$ cat config.mk
export PLATFORM = sky130hd
export DESIGN_NAME = telem_rx
export DESIGN_NICKNAME = d
export VERILOG_FILES = /design/src/rtl/telem_pkg.sv /design/src/rtl/uart_rx_byte.sv /design/src/rtl/telem_rx.sv
export SDC_FILE = /design/constraint.sdc
export NUM_CORES = 1
export LEC_CHECK = 0
export ABC_CLOCK_PERIOD_IN_PS = 3700
export CAP_MARGIN = 20
export CELL_PAD_IN_SITES_DETAIL_PLACEMENT = 0
export CELL_PAD_IN_SITES_GLOBAL_PLACEMENT = 1
export CORE_UTILIZATION = 40
export DETAILED_ROUTE_END_ITERATION = 8
export PLACE_DENSITY_LB_ADDON = 0.15
export SLEW_MARGIN = 20
export SYNTH_ARGS = -nofsm -noshare
export SYNTH_HDL_FRONTEND = slang
export SYNTH_SLANG_ARGS = --single-unit
$ cat constraint.sdc
create_clock -name clk -period 3.7 [get_ports clk]
set_input_delay 1.11 -clock clk [delete_from_list [all_inputs] [get_ports clk]]
set_output_delay 1.11 -clock clk [all_outputs]
set_load 0.01 [all_outputs]
$ cat src/rtl/telem_pkg.sv
// Framing constants and state types shared by the telemetry receiver and the
// eBike transmitter, so the frame layout is defined in exactly one place.
package telem_pkg;

    localparam logic [7:0] HDR0      = 8'hAA;
    localparam logic [7:0] HDR1      = 8'h55;
    localparam int         PAY_BYTES = 6;

    typedef enum logic [1:0] {IDLE, HDR2, PAY} telem_state_t;

    typedef enum logic [1:0] {RX_IDLE, RX_START, RX_DATA, RX_STOP} rx_state_t;

endpackage

$ cat src/rtl/uart_rx_byte.sv
// 8N1 byte receiver: double-flop synchronizer, mid-bit sampling baud counter
// and LSB-first shift register.
module uart_rx_byte
    import telem_pkg::*;
#(
    parameter int BAUD_DIV = 2604
) (
    input  logic       clk,
    input  logic       rst_n,
    input  logic       RX,
    output logic [7:0] rx_data,
    output logic       rdy,
    output logic       ferr
);

    localparam int            CW      = $clog2(BAUD_DIV);
    localparam logic [CW-1:0] HALF_M1 = CW'(BAUD_DIV / 2 - 1);
    localparam logic [CW-1:0] FULL_M1 = CW'(BAUD_DIV - 1);

    logic          rx_meta, rx_sync, rx_prev;
    rx_state_t     state, state_nxt;
    logic [CW-1:0] baud_cnt, baud_cnt_nxt;
    logic [2:0]    bit_idx, bit_idx_nxt;
    logic [7:0]    shift, shift_nxt, data_nxt;
    logic          rdy_nxt, ferr_nxt;

    // rx_prev only feeds the falling-edge detector; it is not a third sync stage.
    always_ff @(posedge clk or negedge rst_n) begin
        if (!rst_n) begin
            rx_meta <= 1'b1;
            rx_sync <= 1'b1;
            rx_prev <= 1'b1;
        end else begin
            rx_meta <= RX;
            rx_sync <= rx_meta;
            rx_prev <= rx_sync;
        end
    end

    always_ff @(posedge clk or negedge rst_n) begin
        if (!rst_n) begin
            state    <= RX_IDLE;
            baud_cnt <= '0;
            bit_idx  <= '0;
            shift    <= '0;
            rx_data  <= '0;
            rdy      <= 1'b0;
            ferr     <= 1'b0;
        end else begin
            state    <= state_nxt;
            baud_cnt <= baud_cnt_nxt;
            bit_idx  <= bit_idx_nxt;
            shift    <= shift_nxt;
            rx_data  <= data_nxt;
            rdy      <= rdy_nxt;
            ferr     <= ferr_nxt;
        end
    end

    // rdy and ferr are single-cycle strobes with no back-pressure; rx_data is
    // meaningful while rdy is high and holds until the next good byte.
    always_comb begin
        state_nxt    = state;
        baud_cnt_nxt = baud_cnt;
        bit_idx_nxt  = bit_idx;
        shift_nxt    = shift;
        data_nxt     = rx_data;
        rdy_nxt      = 1'b0;
        ferr_nxt     = 1'b0;
        case (state)
            RX_IDLE: begin
                baud_cnt_nxt = '0;
                if (rx_prev && !rx_sync) state_nxt = RX_START;
            end
            RX_START: begin
                if (baud_cnt == HALF_M1) begin
                    baud_cnt_nxt = '0;
                    bit_idx_nxt  = '0;
                    state_nxt    = rx_sync ? RX_IDLE : RX_DATA;
                end else begin
                    baud_cnt_nxt = baud_cnt + 1'b1;
                end
            end
            RX_DATA: begin
                if (baud_cnt == FULL_M1) begin
                    baud_cnt_nxt = '0;
                    shift_nxt    = {rx_sync, shift[7:1]};
                    if (bit_idx == 3'd7) state_nxt = RX_STOP;
                    else                 bit_idx_nxt = bit_idx + 3'd1;
                end else begin
                    baud_cnt_nxt = baud_cnt + 1'b1;
                end
            end
            RX_STOP: begin
                if (baud_cnt == FULL_M1) begin
                    baud_cnt_nxt = '0;
                    state_nxt    = RX_IDLE;
                    if (rx_sync) begin
                        rdy_nxt  = 1'b1;
                        data_nxt = shift;
                    end else begin
                        ferr_nxt = 1'b1;
                    end
                end else begin
                    baud_cnt_nxt = baud_cnt + 1'b1;
                end
            end
            default: state_nxt = RX_IDLE;
        endcase
    end

endmodule

$ cat src/rtl/telem_rx.sv
// Telemetry receiver: frame-syncs on AA 55, validates the six payload bytes and
// commits batt/curr/torque together with a one-cycle vld strobe.
module telem_rx
    import telem_pkg::*;
#(
    parameter int BAUD_DIV = 2604,
    parameter int TMO_BITS = 32
) (
    input  logic        clk,
    input  logic        rst_n,
    input  logic        RX,
    output logic [11:0] batt,
    output logic [11:0] curr,
    output logic [11:0] torque,
    output logic        vld,
    output logic        err
);

    localparam int            TW      = $clog2(TMO_BITS * BAUD_DIV + 1);
    localparam logic [TW-1:0] TMO_LIM = TW'(TMO_BITS * BAUD_DIV);
    localparam logic [2:0]    LAST    = 3'(PAY_BYTES - 1);

    logic [7:0]    rx_data;
    logic          rdy, ferr;

    telem_state_t  state, state_nxt;
    logic [2:0]    cnt, cnt_nxt;
    logic [TW-1:0] tmo_cnt, tmo_nxt;
    logic [7:0]    shadow [PAY_BYTES];
    logic          shadow_we, commit, vld_nxt, err_nxt;

    uart_rx_byte #(.BAUD_DIV(BAUD_DIV)) u_rx (
        .clk     (clk),
        .rst_n   (rst_n),
        .RX      (RX),
        .rx_data (rx_data),
        .rdy     (rdy),
        .ferr    (ferr)
    );

    always_comb begin
        state_nxt = state;
        cnt_nxt   = cnt;
        shadow_we = 1'b0;
        commit    = 1'b0;
        vld_nxt   = 1'b0;
        err_nxt   = 1'b0;
        if (ferr) begin
            err_nxt   = 1'b1;
            state_nxt = IDLE;
        end else if (rdy) begin
            case (state)
                IDLE: if (rx_data == HDR0) state_nxt = HDR2;
                HDR2: begin
                    if (rx_data == HDR1) begin
                        state_nxt = PAY;
                        cnt_nxt   = '0;
                    end else if (rx_data != HDR0) begin
                        state_nxt = IDLE;
                    end
                end
                PAY: begin
                    // Even slots carry the upper nibble of a 12-bit reading.
                    if (!cnt[0] && rx_data[7:4] != 4'h0) begin
                        err_nxt   = 1'b1;
                        state_nxt = IDLE;
                    end else begin
                        shadow_we = 1'b1;
                        if (cnt == LAST) begin
                            commit    = 1'b1;
                            vld_nxt   = 1'b1;
                            state_nxt = IDLE;
                        end else begin
                            cnt_nxt = cnt + 3'd1;
                        end
                    end
                end
                default: state_nxt = IDLE;
            endcase
        end else if (state != IDLE && tmo_cnt == TMO_LIM) begin
            err_nxt   = 1'b1;
            state_nxt = IDLE;
        end
        if (state_nxt == IDLE) cnt_nxt = '0;
        tmo_nxt = (state_nxt == IDLE || rdy) ? '0 : tmo_cnt + 1'b1;
    end

    always_ff @(posedge clk or negedge rst_n) begin
        if (!rst_n) begin
            state   <= IDLE;
            cnt     <= '0;
            tmo_cnt <= '0;
            vld     <= 1'b0;
            err     <= 1'b0;
            batt    <= '0;
            curr    <= '0;
            torque  <= '0;
            for (int i = 0; i < PAY_BYTES; i++) shadow[i] <= '0;
        end else begin
            state   <= state_nxt;
            cnt     <= cnt_nxt;
            tmo_cnt <= tmo_nxt;
            vld     <= vld_nxt;
            err     <= err_nxt;
            if (shadow_we) shadow[cnt] <= rx_data;
            // The final low byte is taken straight from rx_data so all three
            // readings change on the same edge as the last shadow write.
            if (commit) begin
                batt   <= {shadow[0][3:0], shadow[1]};
                curr   <= {shadow[2][3:0], shadow[3]};
                torque <= {shadow[4][3:0], rx_data};
            end
        end
    end

endmodule

# Yosys cells after proc, flatten, opt, wreduce, memory -nomap -nowiden
# Cells that the tools add are included.
# Widths: inputs -> output; s select.
word_totals:
  ram_bits: 0
  latch_bits: 0
  regBits: 146
  input_bits: 3
  rom_bits: 0
  memories: 0
  out_inout_bits: 38
op_classes:
  muxes: 54
  n_lt_le_gt_ge: 2
  bitwise_logic: 1
  shifts: 0
  div: 0
  addsub: 4
  n_reduce_logical: 21
  eq_ne: 23
  mul: 0
ops:
  columns: ["operator", "count"]
  rows:
  - ["$bwmux 48", 1]
  - ["$pmux 12 s3", 1]
  - ["$mux 2", 14]
  - ["$mux 3", 9]
  - ["$demux 8 s3", 1]
  - ["$mux 12", 2]
  - ["$mux 1", 20]
  - ["$add 17x1->17 const B", 1]
  - ["$eq 17x17->1 const B", 1]
  - ["$mux 17", 1]
  - ["$add 12x1->12 const B", 1]
  - ["$eq 12x11->1 const B", 1]
  - ["$eq 12x12->1 const B", 1]
  - ["$pmux 3 s2", 2]
  - ["$ne 2x1->1 const B", 5]
  - ["$ne 3x3->1 const B", 3]
  - ["$eq 8x7->1 const B", 1]
  - ["$eq 8x8->1 const B", 1]
  - ["$mux 8", 1]
  - ["$ne 8x8->1 const B", 1]
  - ["$pmux 2 s4", 1]
  - ["$add 3x1->3 const B", 2]
  - ["$eq 2x2->1 const B", 3]
  - ["$eq 3x3->1 const B", 2]
  - ["other kinds (19)", 29]

# Logic depth before layout (Yosys ltp)
# Gate-level depths: netlist of run 1.
logic_depth:
  word_depth: 9
  depth_mapped: 8

# By module
# A second synthesis of run 1 with hierarchy kept.
unflattened:
  hier_cells: 411
  hier_area_um2: 5656.7
by_module_without_submodules:
  columns: ["module", "seq_area_each_um2", "area_each_um2", "instances", "cells_each"]
  rows:
  - ["telem_rx", 2202.1, 3950.0, 1, 279]
  - ["uart_rx_byte", 954.7, 1706.6, 1, 132]

# Worst setup path before layout of run 1
# Ideal clock, no wire load.
synth_path:
  path_type: "reg-to-reg"
  start: "register u_rx.baud_cnt[0]"
  end: "register u_rx.bit_idx[0]"
  required_ns: 3.581
  path_stages_with_launch: 9
  path_slack_ns: 1.765
  arrival_ns: 1.816
  path_cell_list: "dfrtp_1 > ha_1 > buf_4 > nand4b_1 > or4_1 > buf_6 > or2_4 > nand3_1 > o21ai_2"
synth_via:
  elab_chain_cells: 3
  elab_cells_between_ends: 5
synth_lines:
  columns: ["element", "line_no", "source"]
  rows:
  - ["from (decl)", "uart_rx_byte.sv:22", "logic [CW-1:0] baud_cnt, baud_cnt_nxt;"]
  - ["from (signal assigned)", "uart_rx_byte.sv:51", "baud_cnt <= baud_cnt_nxt;"]
  - ["$eq 12x12->1 or $eq 12x11->1 (tied branches)", "uart_rx_byte.sv:85, uart_rx_byte.sv:76", null]
  - ["$ne 2x1->1 (no line)", null, null]
  - ["$reduce_and 4->1 (no line) (*)", null, null]
  - ["to (signal assigned)", "uart_rx_byte.sv:52", "bit_idx <= bit_idx_nxt;"]
  - ["to (decl)", "uart_rx_byte.sv:23", "logic [2:0] bit_idx, bit_idx_nxt;"]
# Mark *: on every way between the ends. The rest lies on a longest branch, timed or not.
# A chain may end at the register's enable or synchronous reset.

# Final worst setup path of run 1
layout_path:
  start: "register u_rx.baud_cnt[2]"
  end: "register u_rx.baud_cnt[10]"
layout_via:
  elab_chain_cells: 3
  elab_cells_between_ends: 6
layout_lines:
  columns: ["element", "line_no", "source"]
  rows:
  - ["$add 12x1->12 (tied with other cells)", "uart_rx_byte.sv:81, uart_rx_byte.sv:91, uart_rx_byte.sv:105", null]
  - ["$mux 12 (on tied branches)", "uart_rx_byte.sv:85, uart_rx_byte.sv:95, uart_rx_byte.sv:76", null]
  - ["$pmux 12 s3 (*)", "uart_rx_byte.sv:70", "case (state)"]
  - ["net u_rx.baud_cnt_nxt[10]", "uart_rx_byte.sv:22", null]
# Mark *: on every way through the listed nets, which the timed path passes. The rest lies on a longest branch.

==> results of run 1 <==
## state kept, by name, summed over array words and instances (netlist names), named ones only
name	count
u_rx.rx_data	8
err	1
tmo_cnt	17
state	2
u_rx.rx_prev	1
torque	12
u_rx.state	1
u_rx.bit_idx	3
curr	12
u_rx.rdy	1
u_rx.rx_meta	1
batt	12
u_rx.baud_cnt	12
shadow	28
cnt	3
u_rx.ferr	1
u_rx.rx_sync	1
vld	1
u_rx.shift	8
## cell families after synthesis
| group | count (synthesis) |
|---|---|
| AO/OA/AOI/OAI | 20 |
| flip-flops | 126 |
| adder cells (fa/ha/maj) | 8 |
| XOR/XNOR | 25 |
| AND/OR/NAND/NOR | 137 |
| buffers and inverters | 25 |
| multiplexers | 80 |
## power breakdown
group          total [mW]  switching, mW  leakage [nW]  internal [mW]
combinational       0.126         0.0759          1.14         0.0500
clock                1.77          0.607         0.286           1.16
sequential           1.46         0.0471          1.74           1.41
## layout by cell type, fill, tap and decap left out, types with 2 or more instances in the layout
cell	netlist	routed
a21oi_1	3	3
a31oi_1	3	3
and3_1	7	7
and4_1	3	3
and4b_1	2	2
buf_4	3	2
bufinv_16	0	4
clkbuf_16	0	17
clkbuf_8	0	2
clkdlybuf4s50_1	0	39
clkinvlp_4	0	8
dfrtp_1	123	123
dfstp_2	3	3
ha_1	8	8
inv_1	9	9
mux2_2	50	50
mux2_4	29	29
nand2_1	13	13
nand2b_1	4	4
nand3_1	17	17
nand3b_1	3	3
nand4_1	9	9
nand4b_1	2	2
nor2_1	46	46
nor2b_1	5	5
nor3_1	5	5
nor4bb_1	6	6
o21ai_0	2	2
o21ai_1	2	2
or4_1	2	2
xnor2_1	9	9
xor2_1	16	16
## how the worst min path moves through the flow
stage / startpoint / to / slack (ns) / cells after the start
finish: u_rx.rx_meta / u_rx.rx_sync / 0.35 / 0
CTS: u_rx.rx_meta / u_rx.rx_sync / 0.36 / 0
global route: u_rx.rx_meta / u_rx.rx_sync / 0.36 / 0
detailed placement: u_rx.rx_meta / u_rx.rx_sync / 0.35 / 0
floorplan: u_rx.rx_meta / u_rx.rx_sync / 0.35 / 0
global placement: u_rx.rx_meta / u_rx.rx_sync / 0.35 / 0
## through the flow
stage          hold WS, ns  util, %
3_3_place_gp         0.347     45.4
6_report             0.355     50.2
4_1_cts              0.355     50.2
2_1_floorplan        0.345        -
5_1_grt              0.360     50.2
3_5_place_dp         0.347     45.4
## layout make-up
type | instances | share of cell area, %
Sequential cell | 126 | 46.9
Clock inverter | 13 | 2.81
Clock buffer | 19 | 6.73
Timing Repair Buffer | 42 | 6.32
Inverter | 9 | 0.502
Multi-Input combinational cell | 270 | 33.4
Tap cell | 176 | 3.27
## metal layers
layer	global-route usage, %	vias to the layer above	share of wire (%)
met1	20.4	1649	49
met4	8.05	0	1.5
li1	-	1578	-
met2	23.2	64	46
met5	0	-	0
met3	4.42	12	3.1
==> qor.yml, run 1 <==
status: "finished, final reports clean"
place.gp.congestion: 0.774
placed_area_sq_um: 6080
synth_area_leaders: "dfrtp_1 55%, mux2_2 10%, mux2_4 7.8%, nor2_1 3.1%, xor2_1 2.5%"
synthFlopType: "dfrtp_1"
yosysMostFrequentCell: "dfrtp_1"
critPathRequiredTime_ns: 3.96
setup_slack_ns: 1.23
core_sq_um: 13400
grt_pass1_wl_mm: 17.0
tns_ns: 0
grt_overflow_total: 0
crit_buf_inv: 0
clkSlewWorstSetupHoldPaths_ns: 0.05
syn_inst: 421
rsz0062_at_grt: "false"
cap_violations: 0
ff2ff_setup_slack_ns: 1.23
synth_largest_area_cell: "dfrtp_1"
synth_fa_ha_area_share_pct: 1.80
synth-compound-area-share_pct: 2.46
critPathMaxStageDelay_ns: 0.70
multi_input_area_sq_um: 2250
cts_setup_buffers: 0
syn_nets: 432
hp-class: "reg -> reg"
max_freq_ghz: 0.405
p_per_area_nw_per_um2: 498
fillers: 1153
crit_end: "u_rx.baud_cnt[10]"
setup_viol: 0
power.total_mw: 3.35
via_per_inst: 5.04
syn2layout_area_growth_pct: 21.2
nNetsFinal: 477
instances_no_fill: 655
ys_warn_count: 0
initial_core_util_pct: 41.4
synth_edf_count: 0
ys_types: 53
final_cell_area_sq_um: 6730
power.leakage_nw: 3.17
path_class: "reg -> reg"
seq_area_frac_synth_pct: 56.9
row_count: 42
slew_violations: 0
root_buffer: "clkbuf_16"
crit_path_max_fanout: 11
h-tree-depth: 4
postRouteWirelength_mm: 9.91
slew_headroom_pct: 40.8
crit_cells: 5
period_needed_ns: 2.47
yosys.area_share.simple_pct: 14.0
drc_errors: 0
syn-cell-area_sq_um: 5550
r2r_end: "u_rx.baud_cnt[10]"
register_area_sq_um: 3160
dp_hpwl_mm: 6.53
synth_top_family_by_area: "multiplexers"
clock-sinks: 126
fp.dieW_um: 120
cp_slowest_cell: "mux2i_1"
worstPathArrival_ns: 2.73
cp-start-kind: "flop"
yosys-mux-area-fraction_pct: 18.2
final-hold-violation-count: 0
end_kind: "flop"
drt_iter0_drc: 137
drive_gt1_share_pct: 26.1
grt_max_degree: 57
cts_made_buffers: 17
synthXorXnorAreaFrac_pct: 3.94
grt_pass1_vias: 3249
synth_common_cells: "123 x dfrtp_1, 50 x mux2_2, 46 x nor2_1"
io_pins: 41
async_reset_ff_share_pct: 100
synth_seq_cells: 126
syn_area_per_cell_sq_um: 13.2
postCtsHoldBufs: 0
fin_crit_sh_pct: 66.7
dr.pass1.iters: 4
skew_ns: 0.00640
crit_family: "simple AND/OR/NAND/NOR gates"
worst_slew_pin_slew_ns: 0.863
r2r-start: "u_rx.baud_cnt[2]"
portBuffers: 40
peakVddDrop_mv: 0.304
grt_use_total_pct: 15.5
synth_top_area_share_pct: 55.4
place_ws_ns: 1.17
antenna_found_initial: 0
crit_chain: "nor4bb_1 > nand4_1 > or4b_4 > mux2i_1 > nor2_1"
diodes: 0
vias: 3303
rr_worst_depth: 5
startpoint: "u_rx.baud_cnt[2]"
wl_per_cell_um: 15.1
die_h_um: 120
ctsResizeCount: 0
cts_tree: "yes"
ant_nets: 0
clockBufferDepth: 2
dieArea_sq_um: 14400
clk_latency_ns: 0.41
post-place-cells: 623
No activity file was read; power rests on OpenSTA's default activity.
==> run 2: changes to the inputs <==
--- a/config.mk
+++ b/config.mk
@@ -5,7 +5,7 @@
 export SDC_FILE = /design/constraint.sdc
 export NUM_CORES = 1
 export LEC_CHECK = 0
-export ABC_CLOCK_PERIOD_IN_PS = 3700
+export ABC_CLOCK_PERIOD_IN_PS = 2500
 export CAP_MARGIN = 20
 export CELL_PAD_IN_SITES_DETAIL_PLACEMENT = 0
 export CELL_PAD_IN_SITES_GLOBAL_PLACEMENT = 1
==> constraint.sdc (replaced) <==
create_clock -name clk -period 2.5 [get_ports clk]
set_input_delay 0.75 -clock clk [delete_from_list [all_inputs] [get_ports clk]]
set_output_delay 0.75 -clock clk [all_outputs]
set_load 0.01 [all_outputs]
==> run 2 against run 1 <==
Critical path depth is the same. Die area is the same. Register-to-register slack lost 1.0 ns. Sequential cell count is the same. Global-route usage grew 0.23 points. Highest routed layer unchanged.
==> qor.yml, run 2 (synthesized netlist as in run 1, its figures left out) <==
status: "finished, final reports clean"
dr.pass1.iters: 4
clk_latency_ns: 0.41
critPathRequiredTime_ns: 2.80
grt_max_degree: 127
regMostFlops: "shadow"
wl_met2_mm: 4.51
initial_core_util_pct: 41.4
skew_ns: 0.00629
place.gp.congestion: 0.744
dieArea_sq_um: 14400
wl_met3_um: 365
clock-sinks: 126
h-tree-depth: 4
fp.dieW_um: 120
vias: 3326
antenna_found_initial: 0
crit_chain: "nor4_4 > nor2_1 > or3_2 > buf_12 > mux2_4"
end_kind: "flop"
clkSlewWorstSetupHoldPaths_ns: 0.06
slew_violations: 0
portBuffers: 40
rsz0062_at_grt: "false"
top_regs: "shadow x28, tmo_cnt x17"
worstPathArrival_ns: 2.58
grt_use_total_pct: 15.7
drt_iter0_drc: 181
layout.cells.most_common: "dfrtp_1"
worst_slew_pin_slew_ns: 0.668
via_per_inst: 5.01
root_buffer: "clkbuf_16"
fin_hold_ws_ns: 0.357
wl_met1_mm: 4.86
cts_tree: "yes"
cts_made_buffers: 17
fin_util_pct: 50.5
syn2layout_area_growth_pct: 21.8
tns_ns: 0
diodes: 0
die_h_um: 120
cts_setup_buffers: 0
wl_per_cell_um: 14.9
largest_reg_flops: 28
place_ws_ns: 0.207
power.total_mw: 4.80
dp_hpwl_mm: 6.53
drive_gt1_share_pct: 27.0
final_cell_mix: "123 x dfrtp_1, 50 x mux2_2, 46 x nor2_1"
grt_pass1_wl_mm: 17.3
period_needed_ns: 2.28
grt_overflow_total: 0
cp-start-kind: "flop"
postCtsHoldBufs: 0
slew_headroom_pct: 55.5
final-hold-violation-count: 0
nNetsFinal: 487
crit_family: "simple AND/OR/NAND/NOR gates"
power.leakage_nw: 3.24
p_per_area_nw_per_um2: 710
crit_buf_inv: 1
clockBufferDepth: 2
row_count: 42
top_layer: "met4"
crit_path_max_fanout: 30
path_class: "reg -> reg"
ant_nets: 0
hp-class: "reg -> reg"
cap_violations: 0
setup_slack_ns: 0.216
core_sq_um: 13400
critPathMaxStageDelay_ns: 0.66
io_pins: 41
postRouteWirelength_mm: 9.92
peakVddDrop_mv: 0.362
grt_pass1_vias: 3357
cp_slowest_cell: "or3_2"
setup_viol: 0
max_freq_ghz: 0.438
drc_errors: 0
ctsResizeCount: 0
fin_crit_sh_pct: 91.4
[run 2: changes by cell type in the layout (fill, tap and decap cells not counted)]
cell	change
clkinvlp_4	-8
or3_2	+1
clkbuf_8	+4
clkbuf_1	+2
bufinv_16	-2
clkinv_2	+4
buf_4	+9
or3_4	-1
buf_12	+1
clkinv_4	-1
[run 2: power breakdown]
group / total, mW / switching, mW / internal [mW]
Sequential: 2.15 / 0.0587 / 2.09
Clock: 2.44 / 0.828 / 1.61
Combinational: 0.217 / 0.125 / 0.0923
[run 2: cell type report]
| type | count | area [sq um] |
|---|---|---|
| clock inverter | 6 | 80.1 |
| clock buffer | 25 | 515 |
| fill | 1168 | 6640 |
| inverter | 9 | 33.8 |
| sequential | 126 | 3160 |
| multi-input combinational | 270 | 2240 |
| tap | 176 | 220 |
| timing repair buffer | 52 | 513 |
[run 2: per-stage QoR]
step / instance area [sq um] / cells
2_1_floorplan: 5550 / 421
3_3_place_gp: 6170 / 633
3_5_place_dp: 6170 / 633
4_1_cts: 6760 / 664
5_1_grt: 6760 / 664
6_report: 6760 / 664
[run 2: path summary, 6_finish.rpt]
path	start	depth (start not counted)	to	slack, ns
min in group asynchronous	rst_n	2	batt[8]	0.45
worst max-delay path	u_rx.rx_data[5]	5	batt[3]	0.22
worst max register to register	u_rx.rx_data[5]	5	batt[3]	0.22
worst min register to register	u_rx.rx_meta	0	u_rx.rx_sync	0.36
worst min-delay path	u_rx.rx_meta	0	u_rx.rx_sync	0.36
max in group asynchronous	rst_n	2	torque[1]	1.55
[run 2: per-layer routing]
layer / up-vias / GRT usage, %
met5: - / 0
met4: 0 / 7.50
met3: 15 / 4.56
met2: 54 / 23.1
met1: 1656 / 21.4
li1: 1601 / -
